<file path="config.mk">
export PLATFORM = sky130hd
export DESIGN_NAME = booth_mul_seq_ctrl
export DESIGN_NICKNAME = d
export VERILOG_FILES = /design/src/rtl/booth_mul_seq_ctrl.sv
export SDC_FILE = /design/constraint.sdc
export NUM_CORES = 2
export LEC_CHECK = 0
export CAP_MARGIN = 20
export CORE_ASPECT_RATIO = 0.5
export CORE_MARGIN = 5
export CORE_UTILIZATION = 37
export CTS_BUF_LIST = sky130_fd_sc_hd__clkbuf_8
export DETAILED_ROUTE_END_ITERATION = 6
export DONT_BUFFER_PORTS = 1
export SYNTH_ARGS = -nofsm -noshare
export SYNTH_HDL_FRONTEND = slang
export SYNTH_SLANG_ARGS = --single-unit
</file>
<file path="constraint.sdc">
create_clock -name clk -period 6.5 [get_ports clk]
set_input_delay 0.975 -clock clk [delete_from_list [all_inputs] [get_ports clk]]
set_output_delay 0.975 -clock clk [all_outputs]
set_load 0.05 [all_outputs]
</file>
<file path="src/rtl/booth_mul_seq_ctrl.sv">
// Iterative radix-4 Booth multiplier sequencer: two partial products per cycle through one 4-2 compressor row, then one carry-propagate add.
// Latency N_CYC+2 edges from accept; DONE holds result until out_ready. Optional MUL_EARLY_TERM_EN stops compressing once the remaining Booth digits are zero.
module booth_mul_seq_ctrl #(
    parameter int XLEN = 64
) (
    input  logic            clk,
    input  logic            rst_n,
    input  logic            in_valid,
    output logic            in_ready,
    input  logic [1:0]      op,
    input  logic [XLEN-1:0] rs1,
    input  logic [XLEN-1:0] rs2,
    input  logic            flush,
    output logic            out_valid,
    input  logic            out_ready,
    output logic [XLEN-1:0] result,
    output logic            busy
);
    localparam int N_PP  = (XLEN + 2) / 2;
    localparam int N_CYC = (N_PP + 1) / 2;
    localparam int W     = 2 * XLEN;
    localparam int EW    = XLEN + 2;
    localparam int CW    = $clog2(N_CYC + 1);

    typedef enum logic [1:0] {S_IDLE, S_COMPRESS, S_ADD, S_DONE} state_t;

    state_t          state_q, state_d;
    logic [CW-1:0]   cnt_q, cnt_d;
    logic [1:0]      op_q, op_d;
    logic [EW-1:0]   x_q, x_d, y_q, y_d;
    logic [W-1:0]    sum_q, sum_d, carry_q, carry_d;
    logic [XLEN-1:0] result_q, result_d;
    logic            out_valid_q, out_valid_d;
    logic            in_ready_q, in_ready_d;
    logic            busy_q, busy_d;

    logic [EW:0]     yext;
    logic [W-1:0]    pp_a, pp_b, s1, c1, ei, row_s, row_co;
    logic            last_iter;
    logic            rs1_sgn, rs2_sgn;

    // Digit k multiplies X by {-2..2} and is weighted by 4^k; digits past the last are zero.
    function automatic logic [W-1:0] booth_pp(input logic [EW:0] ye, input logic [EW-1:0] x,
                                              input int k);
        logic [W-1:0] xe;
        logic [W-1:0] pp;
        logic [2:0]   trip;
        pp = '0;
        if (k < N_PP) begin
            trip = ye[2*k +: 3];
            xe   = {{(W-EW){x[EW-1]}}, x};
            case (trip)
                3'b001, 3'b010: pp = xe;
                3'b011:         pp = xe << 1;
                3'b100:         pp = -(xe << 1);
                3'b101, 3'b110: pp = -xe;
                default:        pp = '0;
            endcase
            pp = pp << (2 * k);
        end
        return pp;
    endfunction

    assign yext = {y_q, 1'b0};

    always_comb begin
        pp_a   = booth_pp(yext, x_q, 2 * int'(cnt_q));
        pp_b   = booth_pp(yext, x_q, 2 * int'(cnt_q) + 1);
        // 4-2 row: first full adder level feeds its carry into the neighbour's second level.
        s1     = sum_q ^ carry_q ^ pp_a;
        c1     = (sum_q & carry_q) | (sum_q & pp_a) | (carry_q & pp_a);
        ei     = {c1[W-2:0], 1'b0};
        row_s  = s1 ^ pp_b ^ ei;
        row_co = (s1 & pp_b) | (s1 & ei) | (pp_b & ei);
    end

    always_comb begin
        last_iter = (cnt_q == CW'(N_CYC - 1));
`ifdef MUL_EARLY_TERM_EN
        begin
            logic rest_zero;
            rest_zero = 1'b1;
            for (int k = 0; k < N_PP; k++) begin
                if (k >= 2 * (int'(cnt_q) + 1) && yext[2*k +: 3] != 3'b000 && yext[2*k +: 3] != 3'b111)
                    rest_zero = 1'b0;
            end
            last_iter = last_iter || rest_zero;
        end
`endif
    end

    assign rs1_sgn = (op != 2'b11);
    assign rs2_sgn = ~op[1];

    always_comb begin
        state_d     = state_q;
        cnt_d       = cnt_q;
        op_d        = op_q;
        x_d         = x_q;
        y_d         = y_q;
        sum_d       = sum_q;
        carry_d     = carry_q;
        result_d    = result_q;
        out_valid_d = 1'b0;
        case (state_q)
            S_IDLE: begin
                if (in_valid && in_ready_q) begin
                    op_d    = op;
                    x_d     = {{2{rs1[XLEN-1] & rs1_sgn}}, rs1};
                    y_d     = {{2{rs2[XLEN-1] & rs2_sgn}}, rs2};
                    sum_d   = '0;
                    carry_d = '0;
                    cnt_d   = '0;
                    state_d = S_COMPRESS;
                end
            end
            S_COMPRESS: begin
                sum_d   = row_s;
                carry_d = {row_co[W-2:0], 1'b0};
                cnt_d   = cnt_q + 1'b1;
                if (last_iter)
                    state_d = S_ADD;
            end
            S_ADD: begin
                sum_d   = sum_q + carry_q;
                state_d = S_DONE;
            end
            default: begin
                // First DONE cycle publishes the result; afterwards wait for the consumer.
                if (!out_valid_q) begin
                    out_valid_d = 1'b1;
                    result_d    = (op_q == 2'b00) ? sum_q[XLEN-1:0] : sum_q[W-1:XLEN];
                end else if (out_ready) begin
                    state_d = S_IDLE;
                end else begin
                    out_valid_d = 1'b1;
                end
            end
        endcase
        if (flush) begin
            state_d     = S_IDLE;
            out_valid_d = 1'b0;
        end
        in_ready_d = (state_d == S_IDLE);
        busy_d     = (state_d != S_IDLE);
    end

    always_ff @(posedge clk or negedge rst_n) begin
        if (!rst_n) begin
            state_q     <= S_IDLE;
            cnt_q       <= '0;
            op_q        <= '0;
            x_q         <= '0;
            y_q         <= '0;
            sum_q       <= '0;
            carry_q     <= '0;
            result_q    <= '0;
            out_valid_q <= 1'b0;
            in_ready_q  <= 1'b1;
            busy_q      <= 1'b0;
        end else begin
            state_q     <= state_d;
            cnt_q       <= cnt_d;
            op_q        <= op_d;
            x_q         <= x_d;
            y_q         <= y_d;
            sum_q       <= sum_d;
            carry_q     <= carry_d;
            result_q    <= result_d;
            out_valid_q <= out_valid_d;
            in_ready_q  <= in_ready_d;
            busy_q      <= busy_d;
        end
    end

    assign in_ready  = in_ready_q;
    assign out_valid = out_valid_q;
    assign result    = result_q;
    assign busy      = busy_q;
endmodule

</file>
==> run summary <==
Counting I/O delays and the setup requirement, the final critical path takes approximately 6.5 ns. Of the post-synthesis cell area, the dominant cell type holds between 20 and 25%. The tightest min-delay check is of the primary input to asynchronous set/reset pin type. The final net count came out at about 6,500. The number of port buffers is 0. The total of fill cells in the finished design came out at between 10,000 and 15,000. The number of DRC violations after detailed routing is 0. The final weighted congestion in routability-driven placement came out at 1.11. The worst slew slack as a fraction of its limit came out at about a tenth. The top-level port count is 202. The worst setup path is captured at a flop.

The die outline height is about 260 µm. The tree is rooted in a clkbuf_8. The proportion of synthesized flip-flops having asynchronous set or reset came out at 100%.

Global routing used 37.4% of the available tracks across all layers. The via density per instance came out at between 6 and 7. The Yosys warning count came out at 0. The region available for standard cell placement spans approximately 120,000 µm². Once layout is complete, the cells apart from fillers number 7,709.

The iteration count of the initial detailed-routing pass came out at 7. The worst setup slack for register-to-register paths is -0.02 ns. In the final routed layout, each cell accounts on average for around 33 µm. The CTS tree is yes. The H-tree depth reported by CTS is 3. The clock-pin slew of the registers on the worst-case setup and hold paths is about 0.070 ns. The placed cell count came out at between 7,000 and 8,000.

The via count of the first global-routing pass is around 47,000. The die area is 133,000 µm². The number of stages on the worst setup path is 19. The final reports fail on setup timing. Synthesis produced a netlist with a net count of between 6,000 and 7,000. After detailed routing, the total wire length is between 200 and 300 mm. The delay of the slowest critical-path stage came out at 0.60 ns. The hold violation total from the final report is 0.

The required time reported for the critical path endpoint is ~7 ns. The starting density of the core is 37.4%. The run finished, with violations left. The slowest stage of the critical path is the dfrtp_4 cell. The signal on the critical path passes through mux4_2 -> and2_1 -> o41ai_4 -> nand2_2 -> buf_12 -> nor3_4 -> buf_4 -> a221o_1 -> mux2i_1 -> mux2i_1 -> o22ai_1 -> buf_4 -> o22ai_1 -> buf_4 -> fa_1 -> inv_1 -> fa_1 -> a2bb2oi_1 -> o21ai_0. The most critical setup path has its startpoint at cnt_q[0]. After synthesis the netlist holds a flip-flop and latch count of 460.

The portion of the post-synthesis area used by sequential elements is about a quarter. The final worst clock skew came out at between 0.06 and 0.07 ns. At the later pin of the worst-skew pair, clock insertion delay measures 0.82 ns. The overall overflow remaining after global route is 0. The synthesized area divided by synthesized cell count came out at 7.95 µm². The number of violations of the max-capacitance limit came out at 0. In the post-route analysis, the smallest setup slack over all paths is -0.0181 ns. Counting flops with a built-in enable in the synthesized netlist gives 0. The number of antenna-violating nets in the routed design is 0. The critical setup path kind is flop to flop. The detailed router finished its first iteration with just under 8,000 violations. The number of rows created at floorplan is between 90 and 100. The largest fanout on the critical path came out at 16. The number of buffers and inverters on the critical path is 5. The clock net in this run drives a total of 460 sinks.

The layout overhead on the synthesized area came out at 13.7%. The cell family contributing the most delay on the critical path is compound AO/OA/AOI/OAI gates. The ratio of final minimum period to clock period came out at 100%. The count of endpoints failing setup in the final report came out at 1. The maximum number of pins on one net before global-route repair came out at 461. The sort of element at the start of the critical path is a flop. The clock buffer count from CTS is slightly above 80.

After synthesis, the cell types taking the most area are dfrtp_1 25%, fa_1 11%, nand2_1 8.7%. The startpoint identified for the worst register-to-register timing path is cnt_q[0]. The number of distinct library cell variants in the gate-level netlist after synthesis is approximately 110.

The slew of the pin with the lowest slew margin is about 1.3 ns. The sum of negative setup slack is -0.0181 ns. The cell seen most often among critical-path stages is buf_4. The maximum clock frequency came out at about 150 MHz. The maximum root-to-sink buffer count is 3. The wire length of the first global-routing pass is around 360 mm.

The die extent in x is a little over 500 µm. After legalization and detailed placement, the total HPWL measured approximately 200 mm. The worst path arrival time came out at about 7.2 ns. The via count came out at between 40,000 and 50,000. The biggest area contributor in the post-synthesis netlist is dfrtp_1. The capture point of the critical path is sum_q[41]. The count of final max-slew check failures came out at 0. The worst register-to-register path ends at sum_q[41].

The number of cells traversed by the worst register-to-register path is 19. Summing every instance area after synthesis gives about 46,000 µm². The number of antenna violations at the first check in global routing is 11. The most instantiated flip-flop cell in the synthesis netlist is dfrtp_1.

The proportion of layout cells with a drive suffix above 1 came out at 13.3%. Synthesis handed over a netlist of roughly 5,800 instances.
[synthesized netlist by cell type (13+ instances only)]
library cell and number:
inv_1 316, a31oi_1 45, a211oi_1 32, nand2b_1 23, nor2b_1 18, a2bb2oi_1 81, nor4_1 27, nor3_1 95
o21ai_1 27, xnor2_1 128, mux2i_1 216, o21ai_0 533, buf_2 41, a221o_1 37, a221oi_1 50, a21oi_1 394
xor2_1 72, nor2_1 398, o21a_1 33, mux2_2 31, o22ai_1 78, o221ai_1 62, or4_1 13, dfrtp_1 459
a21o_1 98, and3_1 38, clkbuf_1 340, o21bai_1 38, fa_1 251, a22oi_1 58, nand4_1 59, a222oi_1 20
or3_1 39, and2_1 23, o211ai_1 33, a22o_1 29, o31ai_1 16, buf_4 15, nand2_1 1071, ha_1 135
mux4_2 21, buf_1 37, nand3_1 73
[worst min-delay path by stage]
stage / to / start / cells after the start / slack [ns]
after floorplan: y_q[10] / y_q[10] / 2 / 0.44
after global placement: y_q[25] / y_q[25] / 2 / 0.46
after detailed placement: y_q[46] / y_q[46] / 2 / 0.46
after CTS: x_q[3] / rst_n / 0 / -0.17
after global routing: carry_q[56] / rst_n / 1 / 0.19
final: carry_q[106] / rst_n / 1 / 0.14
[worst reg2reg max path, stage by stage (launching register included)]
cell	delay, ns
dfrtp_4	0.60
mux4_2	0.54
and2_1	0.24
o41ai_4	0.53
nand2_2	0.36
buf_12	0.28
nor3_4	0.31
buf_4	0.23
a221o_1	0.43
mux2i_1	0.23
mux2i_1	0.35
o22ai_1	0.18
buf_4	0.19
o22ai_1	0.48
buf_4	0.23
fa_1	0.42
inv_1	0.10
fa_1	0.39
a2bb2oi_1	0.14
o21ai_0	0.20
[area by class of cell]
class / count / area, µm² / area share (%)
flip-flops and latches: 460 / 11500 / 21.9
repair buffers: 511 / 4100 / 7.79
clock inverters: 42 / 358 / 0.680
diodes: 1 / 2.50 / 0.00475
inverters: 319 / 1200 / 2.29
clock buffers: 103 / 1420 / 2.69
well taps: 1674 / 2090 / 3.98
multi-input cells: 4599 / 31900 / 60.7
[state kept, by name, summed over array words and instances, names as in the netlist]
signal and count:
state_q 2, cnt_q 5, x_q 65, result 64
carry_q 126, in_ready 1, out_valid 1, sum_q 128
y_q 65, op_q 2, busy 1
[kinds of logic after synthesis]
kind of cell | share of synthesized area [%]
and+or+nand+nor | 18.2
AOI/OAI and AO/OA | 25.5
buffers and inverters | 6.64
DFF | 24.9
adders and majority gates | 14.5
muxes | 6.50
xor gates and xnor gates | 3.78
[routing by layer]
layer  global-route usage [%]  routed length (µm)  vias to the layer above
met5                        0                  81                        -
met4                     16.6               14000                       12
met3                     14.5               35300                      573
met2                     50.3               98200                     3281
met1                     52.6              107000                    24600
li1                         -                   -                    20900
[timing repair]
| item | in CTS | in global routing |
|---|---|---|
| buffers inserted | 0 | 2 |
| resized for setup | 1 | 26 |
| endpoints found under the hold margin | 457 | 184 |
| endpoints found under the setup margin | 1 | 74 |
| pin swaps | 0 | 2 |
| cloned | 0 | 1 |
[cell usage in the layout, fill, tap and decap left out, types with 27 or more instances in the layout]
cell	netlist	final
a211oi_1	32	30
a21o_1	98	98
a21oi_1	394	389
a221o_1	37	37
a221oi_1	50	46
a22o_1	29	29
a22oi_1	58	58
a2bb2oi_1	81	81
a31oi_1	45	45
and3_1	38	37
buf_4	15	491
clkbuf_8	0	103
dfrtp_1	459	454
fa_1	251	251
ha_1	135	133
inv_1	316	330
mux2_2	31	31
mux2i_1	216	216
nand2_1	1071	1068
nand3_1	73	69
nand4_1	59	59
nor2_1	398	392
nor3_1	95	95
nor4_1	27	27
o211ai_1	33	33
o21a_1	33	32
o21ai_0	533	528
o21ai_1	27	29
o21bai_1	38	38
o221ai_1	62	62
o22ai_1	78	77
or3_1	39	39
xnor2_1	128	128
xor2_1	72	72
[per-stage QoR]
| stage | util [%] | setup slack, ns | hold WS (ns) | area [µm²] |
|---|---|---|---|---|
| after floorplan | - | 1.44 | 0.440 | 46300 |
| after global placement | 40.9 | -0.107 | 0.460 | 50600 |
| after detailed placement | 40.9 | -0.216 | 0.461 | 50600 |
| final | 42.5 | -0.0181 | 0.143 | 52600 |
| after global routing | 42.5 | -0.0170 | 0.185 | 52600 |
| after CTS | 42.4 | 0.0153 | -0.168 | 52400 |
Power is left out: the tool's default activity adds up to more than one toggle a clock period on the data nets, which glitch-free logic cannot reach.
